`src/rtl/addsub_monitor.sv`:
```
// Self-timed checker for a 32-bit adder/subtractor: latches operands, watches the DUT
// outputs for WINDOW cycles to measure settling, then compares against a golden model.
module addsub_monitor #(
    parameter int WINDOW = 100
) (
    input  logic        clk,
    input  logic        rst,
    input  logic        start,
    input  logic [31:0] a,
    input  logic [31:0] b,
    input  logic        sub,
    input  logic [31:0] dut_ans,
    input  logic        dut_cout,
    input  logic        dut_v,
    output logic        busy,
    output logic        done,
    output logic        pass,
    output logic [31:0] exp_ans,
    output logic [7:0]  settle_cycles,
    output logic [7:0]  max_settle,
    output logic [15:0] test_count,
    output logic [15:0] err_count
);

    localparam logic [1:0] IDLE  = 2'd0;
    localparam logic [1:0] WAIT  = 2'd1;
    localparam logic [1:0] CHECK = 2'd2;

    localparam logic [7:0] WIN = 8'(WINDOW);

    logic [1:0]  state;
    logic [1:0]  state_next;

    logic [31:0] a_q;
    logic [31:0] b_q;
    logic        sub_q;
    logic [31:0] ref_ans;
    logic        ref_cout;
    logic        ref_v;

    logic [7:0]  cycle_cnt;
    logic [7:0]  last_idx;

    logic        pass_q;
    logic [31:0] exp_q;
    logic [7:0]  settle_q;
    logic [7:0]  max_q;
    logic [15:0] test_q;
    logic [15:0] err_q;

    logic        accept;
    logic        in_wait;
    logic        in_check;
    logic [7:0]  wait_idx;
    logic        window_end;
    logic        changed;

    logic [31:0] bb;
    logic [32:0] sum;
    logic [31:0] gold_ans;
    logic        gold_cout;
    logic        gold_v;
    logic        pass_now;
    logic [7:0]  settle_now;

    assign accept     = (state == IDLE) && start;
    assign in_wait    = (state == WAIT);
    assign in_check   = (state == CHECK);
    assign wait_idx   = cycle_cnt + 8'd1;
    assign window_end = (wait_idx == WIN);
    assign changed    = {dut_ans, dut_cout, dut_v} != {ref_ans, ref_cout, ref_v};

    // Golden model from the latched operands; subtraction is a + ~b + 1.
    assign bb        = b_q ^ {32{sub_q}};
    assign sum       = {1'b0, a_q} + {1'b0, bb} + 33'(sub_q);
    assign gold_ans  = sum[31:0];
    assign gold_cout = sum[32];
    assign gold_v    = (a_q[31] == bb[31]) && (sum[31] != a_q[31]);

    assign pass_now   = (dut_ans == gold_ans) && (dut_cout == gold_cout) && (dut_v == gold_v);
    assign settle_now = (last_idx == 8'hFF) ? 8'hFF : last_idx + 8'd1;

    // NOTE: every path through a combinational block assigns its outputs first,
    // otherwise synthesis infers a latch to hold the unassigned value.
    always_comb begin
        state_next = state;
        case (state)
            IDLE:    if (start)      state_next = WAIT;
            WAIT:    if (window_end) state_next = CHECK;
            CHECK:                   state_next = IDLE;
            default:                 state_next = IDLE;
        endcase
    end

    // NOTE: clocked state uses non-blocking assignments so every register samples
    // pre-edge values regardless of statement order.
    always_ff @(posedge clk) begin
        if (rst) begin
            state     <= IDLE;
            cycle_cnt <= 8'd0;
            last_idx  <= 8'd0;
        end else begin
            state <= state_next;
            if (accept) begin
                cycle_cnt <= 8'd0;
                last_idx  <= 8'd0;
            end else if (in_wait) begin
                cycle_cnt <= wait_idx;
                if (changed) last_idx <= wait_idx;
            end
        end
    end

    // NOTE: operand and reference-sample registers carry no reset; they are always
    // loaded on acceptance before anything reads them.
    always_ff @(posedge clk) begin
        if (accept) begin
            a_q      <= a;
            b_q      <= b;
            sub_q    <= sub;
            ref_ans  <= dut_ans;
            ref_cout <= dut_cout;
            ref_v    <= dut_v;
        end else if (in_wait && changed) begin
            ref_ans  <= dut_ans;
            ref_cout <= dut_cout;
            ref_v    <= dut_v;
        end
    end

    always_ff @(posedge clk) begin
        if (rst) begin
            pass_q   <= 1'b0;
            exp_q    <= 32'd0;
            settle_q <= 8'd0;
            max_q    <= 8'd0;
            test_q   <= 16'd0;
            err_q    <= 16'd0;
        end else if (in_check) begin
            pass_q   <= pass_now;
            exp_q    <= gold_ans;
            settle_q <= settle_now;
            if (settle_now > max_q)           max_q  <= settle_now;
            if (test_q != 16'hFFFF)           test_q <= test_q + 16'd1;
            if (!pass_now && err_q != 16'hFFFF) err_q <= err_q + 16'd1;
        end
    end

    // Results are live during the CHECK cycle and held in registers afterwards;
    // a reset landing on CHECK suppresses the done pulse.
    assign busy          = (state != IDLE);
    assign done          = in_check && !rst;
    assign pass          = done ? pass_now   : pass_q;
    assign exp_ans       = done ? gold_ans   : exp_q;
    assign settle_cycles = done ? settle_now : settle_q;
    assign max_settle    = max_q;
    assign test_count    = test_q;
    assign err_count     = err_q;

endmodule

```
`config.mk`:
```
export PLATFORM = sky130hd
export DESIGN_NAME = addsub_monitor
export DESIGN_NICKNAME = d
export VERILOG_FILES = /design/src/rtl/addsub_monitor.sv
export SDC_FILE = /design/constraint.sdc
export NUM_CORES = 1
export LEC_CHECK = 0
export ABC_AREA = 0
export CAP_MARGIN = 10
export CORE_AREA = 8 8 169 171
export CTS_BUF_LIST = sky130_fd_sc_hd__clkbuf_2
export CTS_CLUSTER_SIZE = 16
export DETAILED_ROUTE_END_ITERATION = 6
export DIE_AREA = 0 0 177 179
export MAX_ROUTING_LAYER = met4
export PLACE_DENSITY_LB_ADDON = 0.1
export SLEW_MARGIN = 20
export SYNTH_ARGS = -nofsm -noshare
export SYNTH_HDL_FRONTEND = slang
export SYNTH_SLANG_ARGS = --single-unit
```
`constraint.sdc`:
```
create_clock -name clk -period 6.61 [get_ports clk]
set_clock_uncertainty 0.15 [all_clocks]
set_input_delay 1.322 -clock clk [delete_from_list [all_inputs] [get_ports clk]]
set_output_delay 1.322 -clock clk [all_outputs]
set_load 0.005 [all_outputs]
```
; ---- Word level (Yosys, flattened, before mapping)
; Index checks and enable logic that the tools add are counted.
[word_totals]
input_bits = 102
wordCells = 68
reg_bits = 198
[op_classes]
reduce_logical = 18
muxes = 13
bitwise_logic = 1
order_cmp = 1
n_eq_ne = 14
add_sub_neg = 6
[ops]
columns = op, count
row1 = $mux W32, 3
row2 = $ne A34 B34 Y1, 1
row3 = $add A32 B32 Y33, 1
row4 = $add A33 B1 Y33, 1
row5 = $add A16 B1 Y16 const B, 2
row6 = $eq A32 B32 Y1, 1
row7 = $ne A16 B16 Y1 const B, 2
row8 = $xor A32 B32 Y32, 1
row9 = $add A8 B1 Y8 const B, 2
row10 = $mux W8, 2
row11 = $reduce_and A2 Y1, 5
row12 = $eq A8 B7 Y1 const B, 1
row13 = $eq A8 B8 Y1 const B, 1
row14 = $gt A8 B8 Y1, 1
row15 = $logic_and A1 B1 Y1, 7
row16 = $mux W1, 5
row17 = $mux W2, 2
row18 = $pmux W2 S2, 1
row19 = $reduce_bool A2 Y1, 2
row20 = $eq A1 B1 Y1, 3
row21 = $eq A2 B1 Y1 const B, 1
row22 = $eq A2 B2 Y1 const B, 1
row23 = $logic_not A1 Y1, 2
row24 = $logic_not A2 Y1, 1
row25 = 4 further kinds, 4

; ---- Depth between registers and ports, before layout
; Gate-level depths: netlist (run 1).
[depth]
depth_word = 10
mapped_depth = 18

; ---- Least setup slack after synthesis (run 1)
; Ideal clock, no wire load.
[synth_timing]
kind = register to output
start = reg sub_q
end = out pass
t_arrival_ns = 3.890
path_stages_with_launch = 15
setup_slack_ns = 1.248
required_time_ns = 5.138
path_cell_list = edfxtp_1 -> clkbuf_2 -> buf_1 -> xor2_1 -> fa_1 -> a21o_1 -> a221oi_1 -> xnor2_1 -> nor2b_1 -> a2111oi_0 -> o2111ai_1 -> or4_4 -> nor4_4 -> nand2_1 -> o21ai_0
[synth_via]
elab_chain_len = 8
elab_cells_between_ends = 12
cone_classes = add/sub: 2 / eq/ne: 5 / mux: 1 / bitwise: 1 / reduce/logical: 3
[synth_rtl]
columns = element, line
row1 = "start, declared", 36  ; logic sub_q;
row2 = "start signal, assigned", 120  ; sub_q <= sub;
row3 = branches (longest 6 deep; another with $add A32 B32 Y33), n/a
row4 = $logic_and A1 B1 Y1 *, 80  ; assign pass_now = (dut_ans == gold_ans) && (dut_cout == gold_cout) && (dut_v == gold_v);
row5 = $mux W1 *, 153  ; assign pass = done ? pass_now : pass_q;
row6 = "end, declared", 17  ; output logic pass,
; Every way passes the cells marked *.

; ---- Worst setup path in the final report (run 1)
; Ends and elaborated chain as after synthesis.

==> run_results.csv, run 1 <==
group,metric,value,unit
outcome,status,"complete, no violations",
setup_path,arrival,4.82,ns
floorplan,core.rowCount,59,
synthesis,ys_seq_elements,198,
drt,vias_per_cell,5.433,
finish,area_growth,25.19,%
power,leakage,4.947,nW
clock_tree,htreeDepth,4,
timing,finalMaxSlewViolations,0,
global_routing,grt_usage,20.91,%
floorplan,die_w,177,um
timing,setup-violations-final,0,
synthesis,syn_inst,1199,
setup_path,critical_path_class,"reg -> out",
clock_tree,root_buffer,"clkbuf_2",
timing,final-hold-violation-count,0,
drt,via_count,9345,
setup_path,cp_top_family,"simple AND/OR/NAND/NOR gates",
setup_path,worst-path-max-fanout,26,
floorplan,core_area,25760,um2
synthesis,synth.avg_cell_area,9.347,um2
drt,drtPass1Iterations,5,
global_routing,antenna_found_initial,1,
drt,routed_wl,32670,um
global_routing,grt_max_degree,85,
clock_tree,ctsLongestPathBuffers,2,
power,p_total,0.002942,W
clock_tree,path_clk_slew,0.32,ns
global_routing,grt_pass1_vias,9054,
global_routing,grt_pass1_wl,50260,um
timing,layout_min_cycle_time,6.295,ns
drt,ant_nets,0,
synthesis,yosys.cell_types.count,77,
placement,io_buffer_count,184,
timing,fin_tns_setup,0,ns
power,vdd_ir_drop_max,0.09477,mV
placement,hpwl,25170,um
clock_tree,cts_hold_buf,0,
setup_path,crit_path_frequent_cell,"nand2_1",
floorplan,ios,185,
synthesis,synth-edff-count,99,
finish,final_util,54.46,%
clock_tree,cts_sinks,198,
setup_path,crit_slowest_cell,"or4_4",
setup_path,start_kind,"flop",
setup_path,slowest_delay,0.58,ns
setup_path,cp.required,5.14,ns
finish,drive_gt1_share,9.761,%
drt,remaining_drc_errors,0,
timing,maxSlewHeadroom,35.88,%
synthesis,yosysWarnings,0,
power,p_per_area,209.7,nW/um2
run,drv_cap,0,
synthesis,synthArstFlopShare,0,%
floorplan,die-height,179,um
floorplan,start_util,43.50,%
synthesis,syn_area,11210,um2
setup_path,end_kind,"output pin",
floorplan,dieArea,31680,um2
placement,place_congestion,0.9680,
global_routing,grt_overflow,0,
clock_tree,clock_latency,0.81,ns
timing,tightest_slew,0.9619,ns
timing,fin_hold_ws,0.3228,ns
timing,fmax,0.1589,GHz
synthesis,synthFlopType,"edfxtp_1",
clock_tree,cts_tree,"yes",
timing,rsz0062_at_grt,"false",
synthesis,synth_nets,1348,
setup_path,cp_cell_sequence,"buf_4, buf_12, xor2_1, ha_1, and4_2, nand2_1, a211o_1, nand2_2, mux2i_1, o2111ai_1, or4_4, nor4_4, nand2_1, o21ai_2, clkbuf_2",
drt,drtIter0Drc,738,
finish,nets,1519,
timing,fin_crit_sh,95.23,%
synthesis,ys_seq_area_share,44.21,%
drt,wl_per_cell,18.99,um
setup_path,cp_num_buf_inv,3,
min_path,hold_class,"reg -> reg",
clock_tree,cts_buffers,17,
final timing paths:
path                          from                          to  slack [ns]  cells after the start
max                sub_q$_DFFE_PP_                        pass        0.32                     15
min          exp_q[6]$_SDFFE_PP0P_       exp_q[6]$_SDFFE_PP0P_        0.32                      2
max reg2reg        sub_q$_DFFE_PP_  err_count[13]$_SDFFE_PP0P_        2.04                     17
min reg2reg  exp_q[6]$_SDFFE_PP0P_       exp_q[6]$_SDFFE_PP0P_        0.32                      2
state kept, by name, summed over array words and instances, names as in the netlist:
signal / flops
state: 2
last_idx: 8
a_q: 32
ref_v: 1
exp_q: 32
pass_q: 1
ref_ans: 32
b_q: 32
cycle_cnt: 8
settle_q: 8
ref_cout: 1
max_settle: 8
sub_q: 1
test_count: 16
err_count: 16
cells by family after synthesis:
family,synth area share [%]
and+or+nand+nor,17.60
buffers and inverters,3.383
muxes,1.139
adders and majority gates,5.314
AOI/OAI and AO/OA,15.46
xor gates and xnor gates,12.89
DFF,44.21
cells in the mapped netlist (15+ instances only):
cell	n	area [um2]
nand2_1	136	510.5
or3_1	15	93.84
o21ai_0	65	325.3
inv_1	29	108.9
nor2_1	120	450.4
nand4_1	25	156.4
edfxtp_1	99	2973
ha_1	46	575.6
a211oi_1	27	202.7
nand3_1	23	115.1
dfxtp_1	99	1982
xor2_1	74	648.1
clkbuf_1	47	176.4
xnor2_1	78	683.2
a21oi_1	92	460.4
metrics by stage:
stage / setup slack [ns] / std cells / instance area [um2]
after global routing: 0.002587 / 1720 / 14030
final: 0.3155 / 1720 / 14030
after detailed placement: 0.04623 / 1676 / 13390
after global placement: 0.05699 / 1676 / 13390
after floorplan: 1.248 / 1199 / 11210
after CTS: 0.1552 / 1718 / 13990
timing repair:
action	4_1_cts	5_1_grt
pin swaps	14	5
gates cloned	0	0
resized for setup	54	10
setup buffers	10	0
setup endpoints to repair	1	1
cells in the final DEF (no fill, tap or decap), types with 7 or more instances in the layout:
master,count
clkdlybuf4s50_1,182
nand2_1,134
nor2_1,119
edfxtp_1,99
dfxtp_1,99
a21oi_1,83
xnor2_1,75
xor2_1,73
o21ai_0,62
ha_1,33
buf_4,30
inv_1,29
nand4_1,25
a211oi_1,24
nand3_1,23
clkbuf_2,18
or3_1,15
and3_1,13
o21ai_1,13
a21o_1,12
nor2b_1,12
nor3_1,11
a21oi_2,10
nor4_1,9
ha_2,9
nand2b_1,8
and2_1,7
o2111ai_1,7
mux2i_1,7
where the power goes:
group          internal, W  switching, W  total (W)
registers          0.00135     0.0000243    0.00137
logic             0.000384      0.000526   0.000910
clock network     0.000167      0.000490   0.000657
total              0.00190       0.00104    0.00294
worst reg2reg max path, stage by stage, from the launching register on:
cell and delay [ns]:
edfxtp_1 0.44, buf_4 0.18, buf_12 0.17, xor2_1 0.18, ha_2 0.35, a21oi_2 0.21
nand2_1 0.15, a211oi_4 0.32, nand2_2 0.14, a21boi_0 0.37, o31ai_1 0.18, xnor2_1 0.37
nor4_1 0.12, buf_4 0.16, buf_4 0.14, a21o_4 0.30, or4_1 0.49, a21oi_1 0.15
area by class of cell:
cell class                      instances  area (um2)
Clock inverter                         15       181.4
Clock buffer                           17       85.08
Fill cell                            2376       11730
Timing Repair Buffer                  215        2077
Multi-Input combinational cell        909        6198
Sequential cell                       198        4955
Antenna cell                            2       5.005
Inverter                               29       108.9
Tap cell                              335       419.2
routing by layer:
| metal | track usage [%] | wire [um] |
|---|---|---|
| met3 | 3.517 | 1802 |
| met4 | 5.324 | 577 |
| met2 | 33.91 | 15550 |
| met1 | 26.84 | 14730 |
| met5 | - | 0 |
Power figures use the tool's default switching activity.
==> inputs of run 2 (changes only) <==
- CORE_AREA: 8 8 169 171 -> 3 3 164 166
- DIE_AREA: 0 0 177 179 -> 0 0 167 169
- clock period: 6.61 -> 7.3 ns (I/O delays scaled with it)
==> run_results.csv, run 2 (synthesis gave the netlist of run 1 again) <==
group,metric,value,unit
outcome,status,"finished with violations",
outcome,violations,"DRC",
global_routing,grt_pass1_vias,8809,
timing,layout_min_cycle_time,7.024,ns
finish,nets,1509,
floorplan,core_area,25760,um2
finish,final_util,53.32,%
setup_path,crit_end,"pass",
power,p_per_area,186.0,nW/um2
setup_path,crit_slowest_cell,"clkdlybuf4s50_1",
min_path,hold_start,"exp_q[6]$_SDFFE_PP0P_",
clock_tree,root_buffer,"clkbuf_2",
clock_tree,ctsLongestPathBuffers,2,
timing,fmax,0.1424,GHz
clock_tree,cts_hold_buf,0,
clock_tree,cts_buffers,17,
finish,area_growth,22.57,%
clock_tree,clock_latency,0.80,ns
power,leakage,4.878,nW
setup_path,worstSetupPathDepth,14,
clock_tree,htreeDepth,4,
power,swShare,35.37,%
timing,setup-violations-final,0,
timing,fin_crit_sh,96.22,%
timing,fin_tns_setup,0,ns
setup_path,cp_num_buf_inv,2,
setup_path,r2r_slack,2.52,ns
drt,routed_wl,31380,um
finish,drive_gt1_share,7.138,%
drt,ant_nets,0,
floorplan,die-height,169,um
power,p_int,0.001652,W
setup_path,worstReg2RegStart,"sub_q$_DFFE_PP_",
run,drv_cap,0,
setup_path,r2r_cells,15,
timing,rsz0062_at_grt,"false",
setup_path,end_kind,"output pin",
global_routing,grt_pass1_wl,49020,um
floorplan,ios,185,
power,vdd_ir_drop_max,0.08285,mV
power,p_clk_share,21.2,%
power,pwr-share-seq,48.7,%
setup_path,crit_path_start,"sub_q$_DFFE_PP_",
global_routing,antenna_found_initial,1,
floorplan,start_util,43.50,%
clock_tree,path_clk_slew,0.30,ns
drt,wl_per_cell,18.36,um
finish,final_cell_mix,"clkdlybuf4s50_1 (183), nand2_1 (136), nor2_1 (119), edfxtp_1 (99), dfxtp_1 (99)",
drt,vias_per_cell,5.393,
timing,tightest_slew,0.9507,ns
global_routing,grt_max_degree,86,
setup_path,cp_top_family,"compound AO/OA/AOI/OAI gates",
drt,via_count,9217,
drt,drtPass1Iterations,7,
placement,hpwl,23990,um
floorplan,dieArea,28220,um2
global_routing,grt_overflow,0,
setup_path,cp_cell_sequence,"buf_4, mux2_4, fa_1, a21o_1, a221o_1, a221o_2, a211o_1, a31oi_4, xnor2_1, nand4_1, nor4_4, nand2_1, o21ai_1, clkdlybuf4s50_1",
setup_path,start_kind,"flop",
power,netSwitchingPower,0.0009040,W
drt,remaining_drc_errors,1,
power,p_comb_share,30.1,%
timing,maxSlewHeadroom,36.62,%
clock_tree,cts_sinks,198,
clock_tree,cts_tree,"yes",
setup_path,worst-path-max-fanout,6,
drt,drtIter0Drc,757,
finish,mostFrequentLayoutCell,"clkdlybuf4s50_1",
placement,io_buffer_count,184,
setup_path,arrival,5.41,ns
global_routing,grt_usage,22.60,%
setup_path,r2r-end,"err_count[13]$_SDFFE_PP0P_",
floorplan,die_w,167,um
min_path,hold_class,"reg -> reg",
floorplan,core.rowCount,59,
timing,finalMaxSlewViolations,0,
setup_path,critical_path_class,"reg -> out",
timing,final-hold-violation-count,0,
setup_path,slowest_delay,0.54,ns
setup_path,cp.required,5.69,ns
placement,place_congestion,0.9697,
## run 2: changes by cell type in the layout (fill, tap and decap cells not counted), sizes merged
cell | previous run | this run
clkdlybuf4s50 | 182 | 183
diode | 2 | 1
buf | 32 | 22
inv | 37 | 36
clkinvlp | 0 | 1
bufinv | 1 | 0
## run 2: final cells by class
type	count	area, um2
Tap cell	335	419.2
Antenna cell	1	2.502
Timing Repair Buffer	205	1998
Clock buffer	18	90.09
Sequential cell	198	4955
Inverter	29	108.9
Clock inverter	14	145.1
Fill cell	2434	12030
Multi-Input combinational cell	909	6018
## run 2: timing repair
| action | 4_1_cts | 5_1_grt |
|---|---|---|
| endpoints found under the setup margin | 1 | 1 |
| setup buffers | 2 | 4 |
| pin swaps | 1 | 3 |
| gates resized for setup | 8 | 18 |
## run 2: metal layers
layer  up-vias  track usage, %  part of all wire, %
met4         0           5.918                  1.9
met1      4346           29.68                   46
met2       251           36.57                   47
li1       4591               -                    -
met5         -               -                    0
met3        29           3.877                  4.6
## run 2: worst register-to-register path: cells and delay by family, from the launching register on
family                   cells  cell delay [ns]
XOR/XNOR                     1             0.11
buffers and inverters        2             0.34
adder cells (fa/ha/maj)      1             0.45
flip-flops                   1             0.48
AO/OA/AOI/OAI                7             2.15
multiplexers                 1             0.31
AND/OR/NAND/NOR              3             0.78
## run 2: stage by stage
stage / total power [W] / hold WS (ns) / cell area, um2 / std cells / setup WS (ns)
final: 0.002556 / 0.3245 / 13740 / 1709 / 0.2760
after global routing: 0.002690 / 0.3427 / 13740 / 1709 / 0.01007
after CTS: 0.002548 / 0.3243 / 13630 / 1704 / 0.09323
after detailed placement: 0.001994 / 0.2968 / 13330 / 1670 / 0.3749
after global placement: 0.001997 / 0.2930 / 13330 / 1670 / 0.4182
after floorplan: 0.001741 / 0.2866 / 11210 / 1199 / 1.800
## run 2: power by group through the flow
stage	Combinational, W	Clock (W)	Sequential (W)
3_3_place_gp	0.000731	0	0.00127
5_1_grt	0.000833	0.000607	0.00125
3_5_place_dp	0.000727	0	0.00127
6_report	0.000769	0.000542	0.00124
2_1_floorplan	0.000478	0	0.00126
4_1_cts	0.000741	0.000562	0.00124
## run 2: worst min-delay path by stage
stage | depth (start not counted) | end | slack (ns)
after global routing | 2 | exp_q[9]$_SDFFE_PP0P_ | 0.34
after global placement | 2 | settle_q[6]$_SDFFE_PP0P_ | 0.29
after CTS | 2 | exp_q[6]$_SDFFE_PP0P_ | 0.32
final | 2 | exp_q[6]$_SDFFE_PP0P_ | 0.32
after floorplan | 2 | exp_q[17]$_SDFFE_PP0P_ | 0.29
after detailed placement | 2 | exp_q[6]$_SDFFE_PP0P_ | 0.30
